<file path="src/rtl/wbc_rr_intercon_pkg.sv">
// Shared types for the WISHBONE control-bus round-robin interconnect.
// Holds the bus-owner FSM states, the slave response encoding and the
// helper that resolves simultaneous response lines (err > rty > ack).
package wbc_rr_intercon_pkg;

    // Width of the per-transfer ack-timeout counter
    localparam int unsigned TMO_CW = 8;

    typedef enum logic {
        ST_IDLE = 1'b0,
        ST_OWN  = 1'b1
    } state_e;

    typedef enum logic [1:0] {
        RSP_NONE = 2'd0,
        RSP_ACK  = 2'd1,
        RSP_RTY  = 2'd2,
        RSP_ERR  = 2'd3
    } rsp_e;

    // Collapse raw response lines to a single response, err winning over rty over ack
    function automatic rsp_e rsp_prio(input logic ack, input logic err, input logic rty);
        if (err) begin
            return RSP_ERR;
        end else if (rty) begin
            return RSP_RTY;
        end else if (ack) begin
            return RSP_ACK;
        end
        return RSP_NONE;
    endfunction

endpackage

</file>
<file path="src/rtl/wb_rr_arbiter.sv">
// Round-robin request picker for the control-bus interconnect.
// Ports:
//   clk_i, rst_i  clock, synchronous active-high reset
//   req_i         per-master request (cyc)
//   gnt_en_i      a grant is being taken this cycle; advance the pointer
//   winner_o      one-hot first requester at/after (last_owner+1) mod NM
module wb_rr_arbiter #(
    parameter int unsigned NM = 3
) (
    input  logic          clk_i,
    input  logic          rst_i,
    input  logic [NM-1:0] req_i,
    input  logic          gnt_en_i,
    output logic [NM-1:0] winner_o
);

    localparam int unsigned IW = (NM > 1) ? $clog2(NM) : 1;

    logic [IW-1:0] last_q, last_d;
    logic [IW-1:0] win_idx;

    // Scan from lowest priority to highest so the last hit written is the winner
    always_comb begin : p_pick
        logic [IW-1:0] idx;
        idx      = '0;
        winner_o = '0;
        win_idx  = last_q;
        for (int unsigned k = NM; k >= 1; k--) begin
            idx = IW'((32'(last_q) + k) % NM);
            if (req_i[idx]) begin
                winner_o      = '0;
                winner_o[idx] = 1'b1;
                win_idx       = idx;
            end
        end
    end

    assign last_d = (gnt_en_i && (|req_i)) ? win_idx : last_q;

    // Reset pointer to the last master so master 0 starts with top priority
    always_ff @(posedge clk_i) begin
        if (rst_i) begin
            last_q <= IW'(NM - 1);
        end else begin
            last_q <= last_d;
        end
    end

endmodule

</file>
<file path="src/rtl/wbc_rr_intercon.sv">
// WISHBONE control-bus shared-bus interconnect, NM masters to NS slaves.
// Round-robin arbitration with cyc-held bus lock, mask/base decode (lowest
// hit wins), registered err on unmapped addresses, per-transfer ack timeout.
// Ports:
//   clk_i, rst_i                         clock, synchronous active-high reset
//   m_cyc_i/m_stb_i/m_we_i/m_adr_i/...   flattened master requests
//   m_ack_o/m_err_o/m_rty_o              responses, owner only
//   m_dat_o                              read data, shared
//   s_cyc_o/s_stb_o                      to decoded slave only
//   s_we_o/s_adr_o/s_dat_o/s_sel_o       owner's request, shared
//   s_ack_i/s_err_i/s_rty_i/s_dat_i      slave responses
//   grant_o                              one-hot owner, 0 when idle
//   timeout_o                            pulse when a timeout err is issued
module wbc_rr_intercon
    import wbc_rr_intercon_pkg::*;
#(
    parameter int unsigned       NM       = 3,
    parameter int unsigned       NS       = 4,
    parameter int unsigned       DW       = 32,
    parameter int unsigned       AW       = 20,
    parameter logic [NS*AW-1:0]  SLV_BASE = '0,
    parameter logic [NS*AW-1:0]  SLV_MASK = '0,
    parameter int unsigned       TIMEOUT  = 255
) (
    input  logic                   clk_i,
    input  logic                   rst_i,
    input  logic [NM-1:0]          m_cyc_i,
    input  logic [NM-1:0]          m_stb_i,
    input  logic [NM-1:0]          m_we_i,
    input  logic [NM*AW-1:0]       m_adr_i,
    input  logic [NM*DW-1:0]       m_dat_i,
    input  logic [NM*(DW/8)-1:0]   m_sel_i,
    output logic [NM-1:0]          m_ack_o,
    output logic [NM-1:0]          m_err_o,
    output logic [NM-1:0]          m_rty_o,
    output logic [DW-1:0]          m_dat_o,
    output logic [NS-1:0]          s_cyc_o,
    output logic [NS-1:0]          s_stb_o,
    output logic                   s_we_o,
    output logic [AW-1:0]          s_adr_o,
    output logic [DW-1:0]          s_dat_o,
    output logic [(DW/8)-1:0]      s_sel_o,
    input  logic [NS-1:0]          s_ack_i,
    input  logic [NS-1:0]          s_err_i,
    input  logic [NS-1:0]          s_rty_i,
    input  logic [NS*DW-1:0]       s_dat_i,
    output logic [NM-1:0]          grant_o,
    output logic                   timeout_o
);

    localparam int unsigned SW = DW / 8;

    state_e            state_q, state_d;
    logic [NM-1:0]     grant_q, grant_d;
    logic [TMO_CW-1:0] cnt_q, cnt_d;
    logic              unm_q, unm_d;
    logic [NM-1:0]     winner;
    logic              arb_en;

    logic              own_cyc, own_stb, own_we;
    logic [AW-1:0]     own_adr;
    logic [DW-1:0]     own_dat;
    logic [SW-1:0]     own_sel;

    logic [NS-1:0]     hit, sel_oh;
    logic              any_hit, active, valid;
    logic              sl_ack, sl_err, sl_rty, sl_any, tmo_fire;
    logic [DW-1:0]     sl_dat;
    rsp_e              rsp;

    wb_rr_arbiter #(.NM(NM)) u_arb (
        .clk_i    (clk_i),
        .rst_i    (rst_i),
        .req_i    (m_cyc_i),
        .gnt_en_i (arb_en),
        .winner_o (winner)
    );

    // Route the granted master's request; all zero when nobody owns the bus
    always_comb begin
        own_cyc = 1'b0;
        own_stb = 1'b0;
        own_we  = 1'b0;
        own_adr = '0;
        own_dat = '0;
        own_sel = '0;
        for (int m = 0; m < NM; m++) begin
            if (grant_q[m]) begin
                own_cyc = m_cyc_i[m];
                own_stb = m_stb_i[m];
                own_we  = m_we_i[m];
                own_adr = m_adr_i[m*AW +: AW];
                own_dat = m_dat_i[m*DW +: DW];
                own_sel = m_sel_i[m*SW +: SW];
            end
        end
    end

    // Address decode; isolate the lowest set hit bit to resolve overlaps
    always_comb begin
        hit = '0;
        for (int s = 0; s < NS; s++) begin
            hit[s] = ((own_adr & SLV_MASK[s*AW +: AW]) == SLV_BASE[s*AW +: AW]);
        end
    end

    assign sel_oh  = hit & (~hit + NS'(1));
    assign any_hit = |hit;
    assign active  = (state_q == ST_OWN) && own_cyc;
    assign valid   = active && own_stb && any_hit;

    // Selected slave response and read data
    always_comb begin
        sl_dat = '0;
        for (int s = 0; s < NS; s++) begin
            if (sel_oh[s]) begin
                sl_dat = s_dat_i[s*DW +: DW];
            end
        end
    end

    assign sl_ack = |(s_ack_i & sel_oh);
    assign sl_err = |(s_err_i & sel_oh);
    assign sl_rty = |(s_rty_i & sel_oh);
    assign sl_any = sl_ack || sl_err || sl_rty;

    // cnt_q holds prior unanswered stb cycles, so +1 counts the current one
    assign tmo_fire = valid && !sl_any && ((32'(cnt_q) + 32'd1) == TIMEOUT);

    assign rsp = rsp_prio(valid && sl_ack,
                          (valid && sl_err) || tmo_fire || unm_q,
                          valid && sl_rty);

    assign m_ack_o   = (rsp == RSP_ACK) ? grant_q : '0;
    assign m_rty_o   = (rsp == RSP_RTY) ? grant_q : '0;
    assign m_err_o   = (rsp == RSP_ERR) ? grant_q : '0;
    assign m_dat_o   = (active && any_hit) ? sl_dat : '0;
    assign s_cyc_o   = (active && any_hit) ? sel_oh : '0;
    assign s_stb_o   = (valid && !tmo_fire) ? sel_oh : '0;
    assign s_we_o    = own_we;
    assign s_adr_o   = own_adr;
    assign s_dat_o   = own_dat;
    assign s_sel_o   = own_sel;
    assign grant_o   = grant_q;
    assign timeout_o = tmo_fire;

    // Bus ownership FSM; dropping back to IDLE forces one dead cycle
    always_comb begin
        state_d = state_q;
        grant_d = grant_q;
        arb_en  = 1'b0;
        case (state_q)
            ST_IDLE: begin
                if (|m_cyc_i) begin
                    state_d = ST_OWN;
                    grant_d = winner;
                    arb_en  = 1'b1;
                end
            end
            ST_OWN: begin
                if (!own_cyc) begin
                    state_d = ST_IDLE;
                    grant_d = '0;
                end
            end
            default: begin
                state_d = ST_IDLE;
                grant_d = '0;
            end
        endcase
    end

    // Timeout counter runs only while a mapped strobe waits for an answer
    always_comb begin
        cnt_d = '0;
        if (valid && !sl_any && !tmo_fire && (grant_d == grant_q)) begin
            cnt_d = cnt_q + TMO_CW'(1);
        end
    end

    // Unmapped err is suppressed right after firing so it stays a single pulse
    assign unm_d = active && own_stb && !any_hit && !unm_q;

    always_ff @(posedge clk_i) begin
        if (rst_i) begin
            state_q <= ST_IDLE;
            grant_q <= '0;
            cnt_q   <= '0;
            unm_q   <= 1'b0;
        end else begin
            state_q <= state_d;
            grant_q <= grant_d;
            cnt_q   <= cnt_d;
            unm_q   <= unm_d;
        end
    end

endmodule

</file>
<file path="config.mk">
export PLATFORM = sky130hd
export DESIGN_NAME = wbc_rr_intercon
export DESIGN_NICKNAME = d
export VERILOG_FILES = /design/src/rtl/wbc_rr_intercon_pkg.sv /design/src/rtl/wb_rr_arbiter.sv /design/src/rtl/wbc_rr_intercon.sv
export SDC_FILE = /design/constraint.sdc
export NUM_CORES = 1
export LEC_CHECK = 0
export ABC_AREA = 1
export BUFFER_PORTS_ARGS = -buffer_cell sky130_fd_sc_hd__clkbuf_2
export CAP_MARGIN = 20
export CELL_PAD_IN_SITES_DETAIL_PLACEMENT = 0
export CELL_PAD_IN_SITES_GLOBAL_PLACEMENT = 1
export CORE_AREA = 2 2 166 168
export DETAILED_ROUTE_END_ITERATION = 16
export DIE_AREA = 0 0 168 170
export PLACE_DENSITY_LB_ADDON = 0.3
export SYNTH_ARGS = -nofsm -noshare
export SYNTH_HDL_FRONTEND = slang
export SYNTH_HIERARCHICAL = 1
export SYNTH_SLANG_ARGS = --single-unit
</file>
<file path="constraint.sdc">
create_clock -name clk_i -period 6 [get_ports clk_i]
set_input_delay 0.3 -clock clk_i [delete_from_list [all_inputs] [get_ports clk_i]]
set_output_delay 0.3 -clock clk_i [all_outputs]
set_load 0.01 [all_outputs]
</file>
==> metrics.csv, run 1 <==
metric;value;unit
outcome;finished, final reports clean;
top cells by area in the synthesized netlist;nand2_1, a22oi_1, o21ai_0, dfxtp_1, inv_1;
GRT overflow;0;
flip-flop and latch count after synthesis;14;
ant diodes;0;
Switch Pwr;899;uW
Endpoint, Worst Hold;grant_o[1];
DIE WIDTH;168;um
worst reg-to-reg setup slack;3.48;ns
clock share of power;0.093;
Layout Utilization;0.173;
initial core utilization;0.0988;
hold_sp;rst_i;
worst reg2reg path startpoint;u_arb/last_q[0];
sequential fraction of the synthesis area;0.106;
number of clock sinks;14;
maximum number of pins on one net before global-route repair;64;
Die Height;170;um
Setup Buffers After CTS;0;
H-tree lvl count;1;
Max Root-Sink Buffers;2;
number of DRC markers after the initial detailed-route iteration;195;
worst-margin pin slew;0.951;ns
worst hold path cell count;2;
half-perimeter wire length of the detailed placement result;11700;um
placer's final routability congestion estimate;0.726;
Hold Buf Count CTS;0;
post-layout net count;1105;
final clock period utilization by the worst path;0.534;
master cell of the clock root buffer;clkbuf_16;
first-pass GRT wire length;20700;um
P per Cell Area;338;mW/mm2
DRC;0;
number of hold violations in the final report;0;
Max-Cap Viols;0;
Worst-path clk slew;0.05;ns
leak pwr;2.53;nW
Data arrival, critical path;2.91;ns
Avg Inst Size Synth;5.42;um2
Mapped Cells;486;
Post-CTS Resized;0;
area of the die;0.0286;mm2
top cells by count, synth;nand2_1, inv_1, o21ai_0;
Post-Route WL;14200;um
number of global-route vias before repair;3852;
number of synthesized flops with an enable pin;0;
Pint;659;uW
required time at the worst-slack endpoint;5.70;ns
total number of vias;4177;
portion of synthesized cell area occupied by the leading cell type;0.164;
aggregate global-route resource usage;0.0902;
number of search-and-repair iterations in the first detailed-routing pass;4;
Post-synth ARST share;0;
average wire per cell in the routed design;12.6;um
Reg power frac;0.105;
endpoint class of the critical path;primary output;
number of antenna violations at the first check in global routing;0;
endpoint of the worst-slack reg-to-reg timing path;cnt_q[7];
CORE AREA;0.0267;mm2
startpoint-to-endpoint class of the critical path;reg -> out;
kind of start point of the critical path;flop;
TritonCTS Buffers;3;
Primary FF master, synth;dfxtp_1;
post-route insts no fill;1120;
max frequency;312;MHz
cell area after technology mapping;0.00263;mm2
class of the tightest hold or removal check;in -> reg;
TritonCTS clock tree;built;
Final Skew;0.00468;ns
Detail Route Antenna Nets;0;
fraction of final layout cells sized beyond drive strength 1;0.454;
Top-Level Pins;429;
number of placement rows;60;
launch point of the worst path;grant_o[0];
total of warnings raised by yosys;6;
unrepaired setup endpoints after global routing;no;
cell total after placement;1116;
Slew HR;0.364;
Worst Reg-to-Reg Cells;14;
clock latency on the worst-skew pair;0.25;ns
sum of negative setup slack;0;ns
most common cell in the netlist;nand2_1;
combinational fraction of design power;0.802;
number of setup violations in the final report;0;
time the final worst path needs with I/O delays and setup;3.21;ns
Worst Path Max Fanout;36;
number of distinct library cell variants in the gate-level netlist after synthesis;31;
synthesis-to-layout area growth;75.0;%
top cell type by total area after synthesis;nand2_1;
Final Max Slew Viols;0;
number of vias per cell after detailed routing;3.73;
# port buffers;317;
maximum ir drop on the vdd rail;0.138;mV
switching part of the total;0.577;
==> kinds of logic after synthesis <==
| family | after synthesis | share of synthesized area |
|---|---|---|
| DFF | 14 | 0.106 |
| AOI/OAI and AO/OA | 132 | 0.315 |
| and+or+nand+nor | 224 | 0.379 |
| adders and majority gates | 6 | 0.0285 |
| other | 1 | 0.00142 |
| buffers and inverters | 109 | 0.170 |
==> power groups by stage <==
stage	Combinational, mW	Sequential, mW	Clock (mW)
3_5_place_dp	1.28	0.169	0
2_1_floorplan	0.791	0.126	0
3_3_place_gp	1.29	0.168	0
4_1_cts	1.28	0.168	0.149
6_report	1.25	0.164	0.145
5_1_grt	1.40	0.172	0.152
==> flip-flops by register name, indices dropped and copies added (netlist names) <==
register      cells
u_arb/last_q      2
state_q           1
cnt_q             8
grant_o           3
==> area by class of cell <==
class                           instances  area, um2
Tap cell                              341        427
Fill cell                            3162      22000
Clock buffer                            4       88.8
Timing Repair Buffer                  320       1610
Inverter                               73        274
Multi-Input combinational cell        368       1930
Sequential cell                        14        285
==> worst max path at each step <==
stage	end	slack, ns
after floorplan	cnt_q[0]	3.96
after global placement	s_dat_o[31]	3.01
after detailed placement	s_dat_o[31]	3.03
after CTS	s_dat_o[31]	2.76
after global routing	s_dat_o[31]	2.50
final	s_dat_o[31]	2.79
==> cell usage in the layout (no fill, tap or decap), drive strengths merged, types with 2 or more instances in the layout <==
cell,instances
dfxtp,14
a21oi,5
ha,6
nor2,63
clkbuf,321
nand2,121
o211ai,2
o21ai,64
a22oi,57
inv,73
nand3,29
conb,6
o21bai,2
buf,3
nor3,9
==> per-stage QoR <==
stage	area, um2	total power, mW	hold WS (ns)	setup WS, ns
2_1_floorplan	2650	0.917	0.369	3.96
3_3_place_gp	4520	1.46	0.502	3.01
3_5_place_dp	4520	1.45	0.501	3.03
4_1_cts	4610	1.60	0.324	2.76
5_1_grt	4610	1.73	0.342	2.50
6_report	4610	1.56	0.310	2.79
==> worst max-delay path, cell delays in order (launching register included) <==
cell	delay (ns)
dfxtp_1	0.43
inv_2	0.13
nor2_4	0.72
buf_4	0.43
a22oi_1	0.11
o21ai_0	0.53
clkbuf_2	0.27
==> routing by layer <==
metal | share of wire | routed length [um] | track usage
met1 | 0.42 | 5880 | 0.111
met2 | 0.49 | 6980 | 0.168
met3 | 0.089 | 1260 | 0.0184
met4 | 0.0028 | 39 | 0.00681
met5 | 0 | 0 | 0
(Power assumes the default switching activity.)
==> run 2: changes to the inputs <==
--- a/config.mk
+++ b/config.mk
@@ -5,14 +5,14 @@
 export SDC_FILE = /design/constraint.sdc
 export NUM_CORES = 1
 export LEC_CHECK = 0
-export ABC_AREA = 1
+export ABC_AREA = 0
 export BUFFER_PORTS_ARGS = -buffer_cell sky130_fd_sc_hd__clkbuf_2
 export CAP_MARGIN = 20
 export CELL_PAD_IN_SITES_DETAIL_PLACEMENT = 0
 export CELL_PAD_IN_SITES_GLOBAL_PLACEMENT = 1
-export CORE_AREA = 2 2 166 168
+export CORE_AREA = 2 2 165 167
 export DETAILED_ROUTE_END_ITERATION = 16
-export DIE_AREA = 0 0 168 170
+export DIE_AREA = 0 0 167 169
 export PLACE_DENSITY_LB_ADDON = 0.3
 export SYNTH_ARGS = -nofsm -noshare
 export SYNTH_HDL_FRONTEND = slang
==> constraint.sdc (replaced) <==
create_clock -name clk_i -period 3.1 [get_ports clk_i]
set_input_delay 0.155 -clock clk_i [delete_from_list [all_inputs] [get_ports clk_i]]
set_output_delay 0.155 -clock clk_i [all_outputs]
set_load 0.01 [all_outputs]
==> run 2 against run 1 <==
Against the previous run:
- die area decreased by 1.2%
- combinational power increased by 54%
- non-clock buffer count increased by 3
- sequential share of layout area increased by 0.24 points
- routed wire length decreased by 9.2%
- synthesized area decreased by 7.6%
- worst hold slack got worse by 0.052 ns
- setup slack got worse by 2.4 ns
- total power increased by 58%
- first-iteration DRC count decreased by 22%
- largest cell class unchanged
==> metrics.csv, run 2 <==
metric;value;unit;change
sum of negative setup slack;0;ns;unchanged
flip-flop count of the largest register after layout;8;;unchanged
Cell Chain, Critical Path;ha_1, nand2_1, o31a_1, o22a_1, or4_4, a21boi_1, clkbuf_2;;was inv_2, nor2_4, buf_4, a22oi_1, o21ai_0, clkbuf_2
hold_sp;rst_i;;unchanged
number of global-route vias before repair;3465;;was 3852
top cells by count, synth;nand2_1, a22oi_1, o21ai_0;;was nand2_1, inv_1, o21ai_0
max frequency;371;MHz;
number of setup violations in the final report;0;;unchanged
Data arrival, critical path;2.54;ns;was 2.91 ns
P per Cell Area;554;mW/mm2;was 338 mW/mm2
Endpoint, Worst Hold;grant_o[2];;was grant_o[1]
Max-Cap Viols;0;;unchanged
portion of synthesized cell area occupied by the leading cell type;0.185;;was 0.164
Layout Utilization;0.167;;was 0.173
total number of vias;3838;;was 4177
biggest cell delay along the critical path;0.56;ns;was 0.72 ns
worst reg2reg path startpoint;cnt_q[0];;was u_arb/last_q[0]
Worst Path Max Fanout;8;;was 36
H-tree lvl count;1;;unchanged
startpoint-to-endpoint class of the critical path;reg -> out;;unchanged
Post-CTS Resized;0;;unchanged
TritonCTS clock tree;built;;unchanged
time the final worst path needs with I/O delays and setup;2.69;ns;
endpoint of the worst-slack reg-to-reg timing path;cnt_q[5];;was cnt_q[7]
fraction of final layout cells sized beyond drive strength 1;0.504;;was 0.454
initial core utilization;0.0918;;was 0.0988
number of DRC markers after the initial detailed-route iteration;153;;was 195
Primary FF master, synth;dfxtp_1;;unchanged
average wire per cell in the routed design;12.6;um;about the same
Post-synth ARST share;0;;unchanged
worst hold path cell count;2;;unchanged
overall power after layout;2.46;mW;was 1.56 mW
commonest cells after routing, fill and taps aside;clkbuf_2, nand2_1, a22oi_1;;was clkbuf_2, nand2_1, inv_1
final clock period utilization by the worst path;0.869;;
outcome;finished, final reports clean;;unchanged
number of vias per cell after detailed routing;3.78;;was 3.73
ant diodes;0;;unchanged
post-place instance area;0.00435;mm2;was 0.00452 mm2
TritonCTS Buffers;3;;unchanged
unrepaired setup endpoints after global routing;no;;unchanged
synthesis-to-layout area growth;82.3;%;was 75.0%
top cells by area in the synthesized netlist;a22oi_1, o21ai_0, dfxtp_1, nand2_1, and2_1;;was nand2_1, a22oi_1, o21ai_0, dfxtp_1, inv_1
cell area after technology mapping;0.00243;mm2;was 0.00263 mm2
area of the die;0.0282;mm2;was 0.0286 mm2
Top-Level Pins;429;;unchanged
Setup Buffers After CTS;0;;unchanged
number of antenna violations at the first check in global routing;0;;unchanged
total of warnings raised by yosys;6;;unchanged
number of search-and-repair iterations in the first detailed-routing pass;4;;unchanged
Hold Buf Count CTS;0;;unchanged
half-perimeter wire length of the detailed placement result;10700;um;was 11700 um
number of synthesized flops with an enable pin;0;;unchanged
maximum ir drop on the vdd rail;0.289;mV;was 0.138 mV
sequential fraction of the synthesis area;0.115;;was 0.106
endpoint class of the critical path;primary output;;unchanged
register with the most flip-flops;cnt_q;;unchanged
Die Height;169;um;was 170 um
required time at the worst-slack endpoint;2.94;ns;was 5.70 ns
# port buffers;317;;unchanged
Hold Slack;0.258;ns;was 0.310 ns
Worst Reg-to-Reg Cells;6;;was 14
top cell type by total area after synthesis;a22oi_1;;was nand2_1
number of placement rows;60;;unchanged
Max Root-Sink Buffers;2;;unchanged
Worst-path clk slew;0.05;ns;about the same
Avg Inst Size Synth;6.39;um2;was 5.42 um2
number of clock sinks;14;;unchanged
placer's final routability congestion estimate;0.722;;was 0.726
Slew HR;0.552;;was 0.364
most common cell in the netlist;nand2_1;;unchanged
leak pwr;2.15;nW;was 2.53 nW
Mapped Cells;381;;was 486
maximum number of pins on one net before global-route repair;78;;was 64
first-pass GRT wire length;18700;um;was 20700 um
worst-margin pin slew;0.672;ns;was 0.951 ns
CORE AREA;0.0265;mm2;was 0.0267 mm2
worst reg-to-reg setup slack;0.88;ns;was 3.48 ns
GRT overflow;0;;unchanged
Final Skew;0.00157;ns;was 0.00468 ns
kind of start point of the critical path;flop;;unchanged
Post-Route WL;12900;um;was 14200 um
post-layout instance area;0.00444;mm2;was 0.00461 mm2
post-layout net count;1001;;was 1105
launch point of the worst path;cnt_q[0];;was grant_o[0]
Final Max Slew Viols;0;;unchanged
class of the tightest hold or removal check;in -> reg;;unchanged
master cell of the clock root buffer;clkbuf_16;;unchanged
number of hold violations in the final report;0;;unchanged
Detail Route Antenna Nets;0;;unchanged
aggregate global-route resource usage;0.0812;;was 0.0902
most common cell after layout, fill and taps aside;clkbuf_2;;unchanged
clock latency on the worst-skew pair;0.25;ns;about the same
DIE WIDTH;167;um;was 168 um
cell at the slowest stage of the critical path;or4_4;;was nor2_4
flip-flop and latch count after synthesis;14;;unchanged
DRC;0;;unchanged
number of distinct library cell variants in the gate-level netlist after synthesis;49;;was 31
run 2: cell types whose count changed after synthesis, moves of 7 or more:
cell,before,now
and2_1,0,36
nor3_2,8,0
nand2_1,115,69
nand3_1,26,5
nor2_1,59,21
clkbuf_1,21,28
inv_1,68,8
run 2: worst max-delay path by stage:
stage	to	slack [ns]	cells past startpoint
finish	m_err_o[0]	0.41	7
global route	m_err_o[0]	0.30	7
CTS	m_err_o[0]	0.40	6
detailed placement	m_err_o[0]	0.67	6
global placement	m_err_o[0]	0.66	7
floorplan	m_err_o[0]	0.98	6
run 2: through the flow:
stage / setup slack, ns / std cells
2_1_floorplan: 0.979 / 386
3_3_place_gp: 0.657 / 1012
3_5_place_dp: 0.670 / 1012
4_1_cts: 0.397 / 1016
5_1_grt: 0.296 / 1016
6_report: 0.405 / 1016
run 2: kinds of logic (layout without fill, tap and decap cells):
family	after synthesis	after routing	share of synthesized area
AND/OR/NAND/NOR	156	156	0.317
AO/OA/AOI/OAI	147	147	0.399
buffers and inverters	46	335	0.0895
flip-flops	14	14	0.115
adder cells (fa/ha/maj)	6	6	0.0308
XOR/XNOR	6	6	0.0216
multiplexers	5	5	0.0247
other	1	6	0.00154
run 2: final cells by class:
cell class	instances	area, um2
multi-input combinational	326	1970
inverter	8	30.0
clock buffer	4	88.8
fill	3080	22100
tap	341	427
timing repair buffer	323	1630
sequential	14	285
run 2: power breakdown:
group          total [mW]  switching (mW)  internal, mW
logic                1.92            1.14         0.777
registers           0.259          0.0500         0.209
clock network       0.281          0.0846         0.196
run 2: layer usage:
metal,track usage,up-vias,part of all wire
met5,0,-,0
met4,0.00487,0,0.0021
met3,0.0138,2,0.077
met2,0.162,217,0.52
met1,0.0937,1670,0.40
li1,-,1949,-
run 2: worst max-delay path: cells and delay by family, from the launching register on:
family                     cells  cell delay [ns]
AOI/OAI and AO/OA              3             0.67
adders and majority gates      1             0.33
buffers and inverters          1             0.16
DFF                            1             0.46
and+or+nand+nor                2             0.66
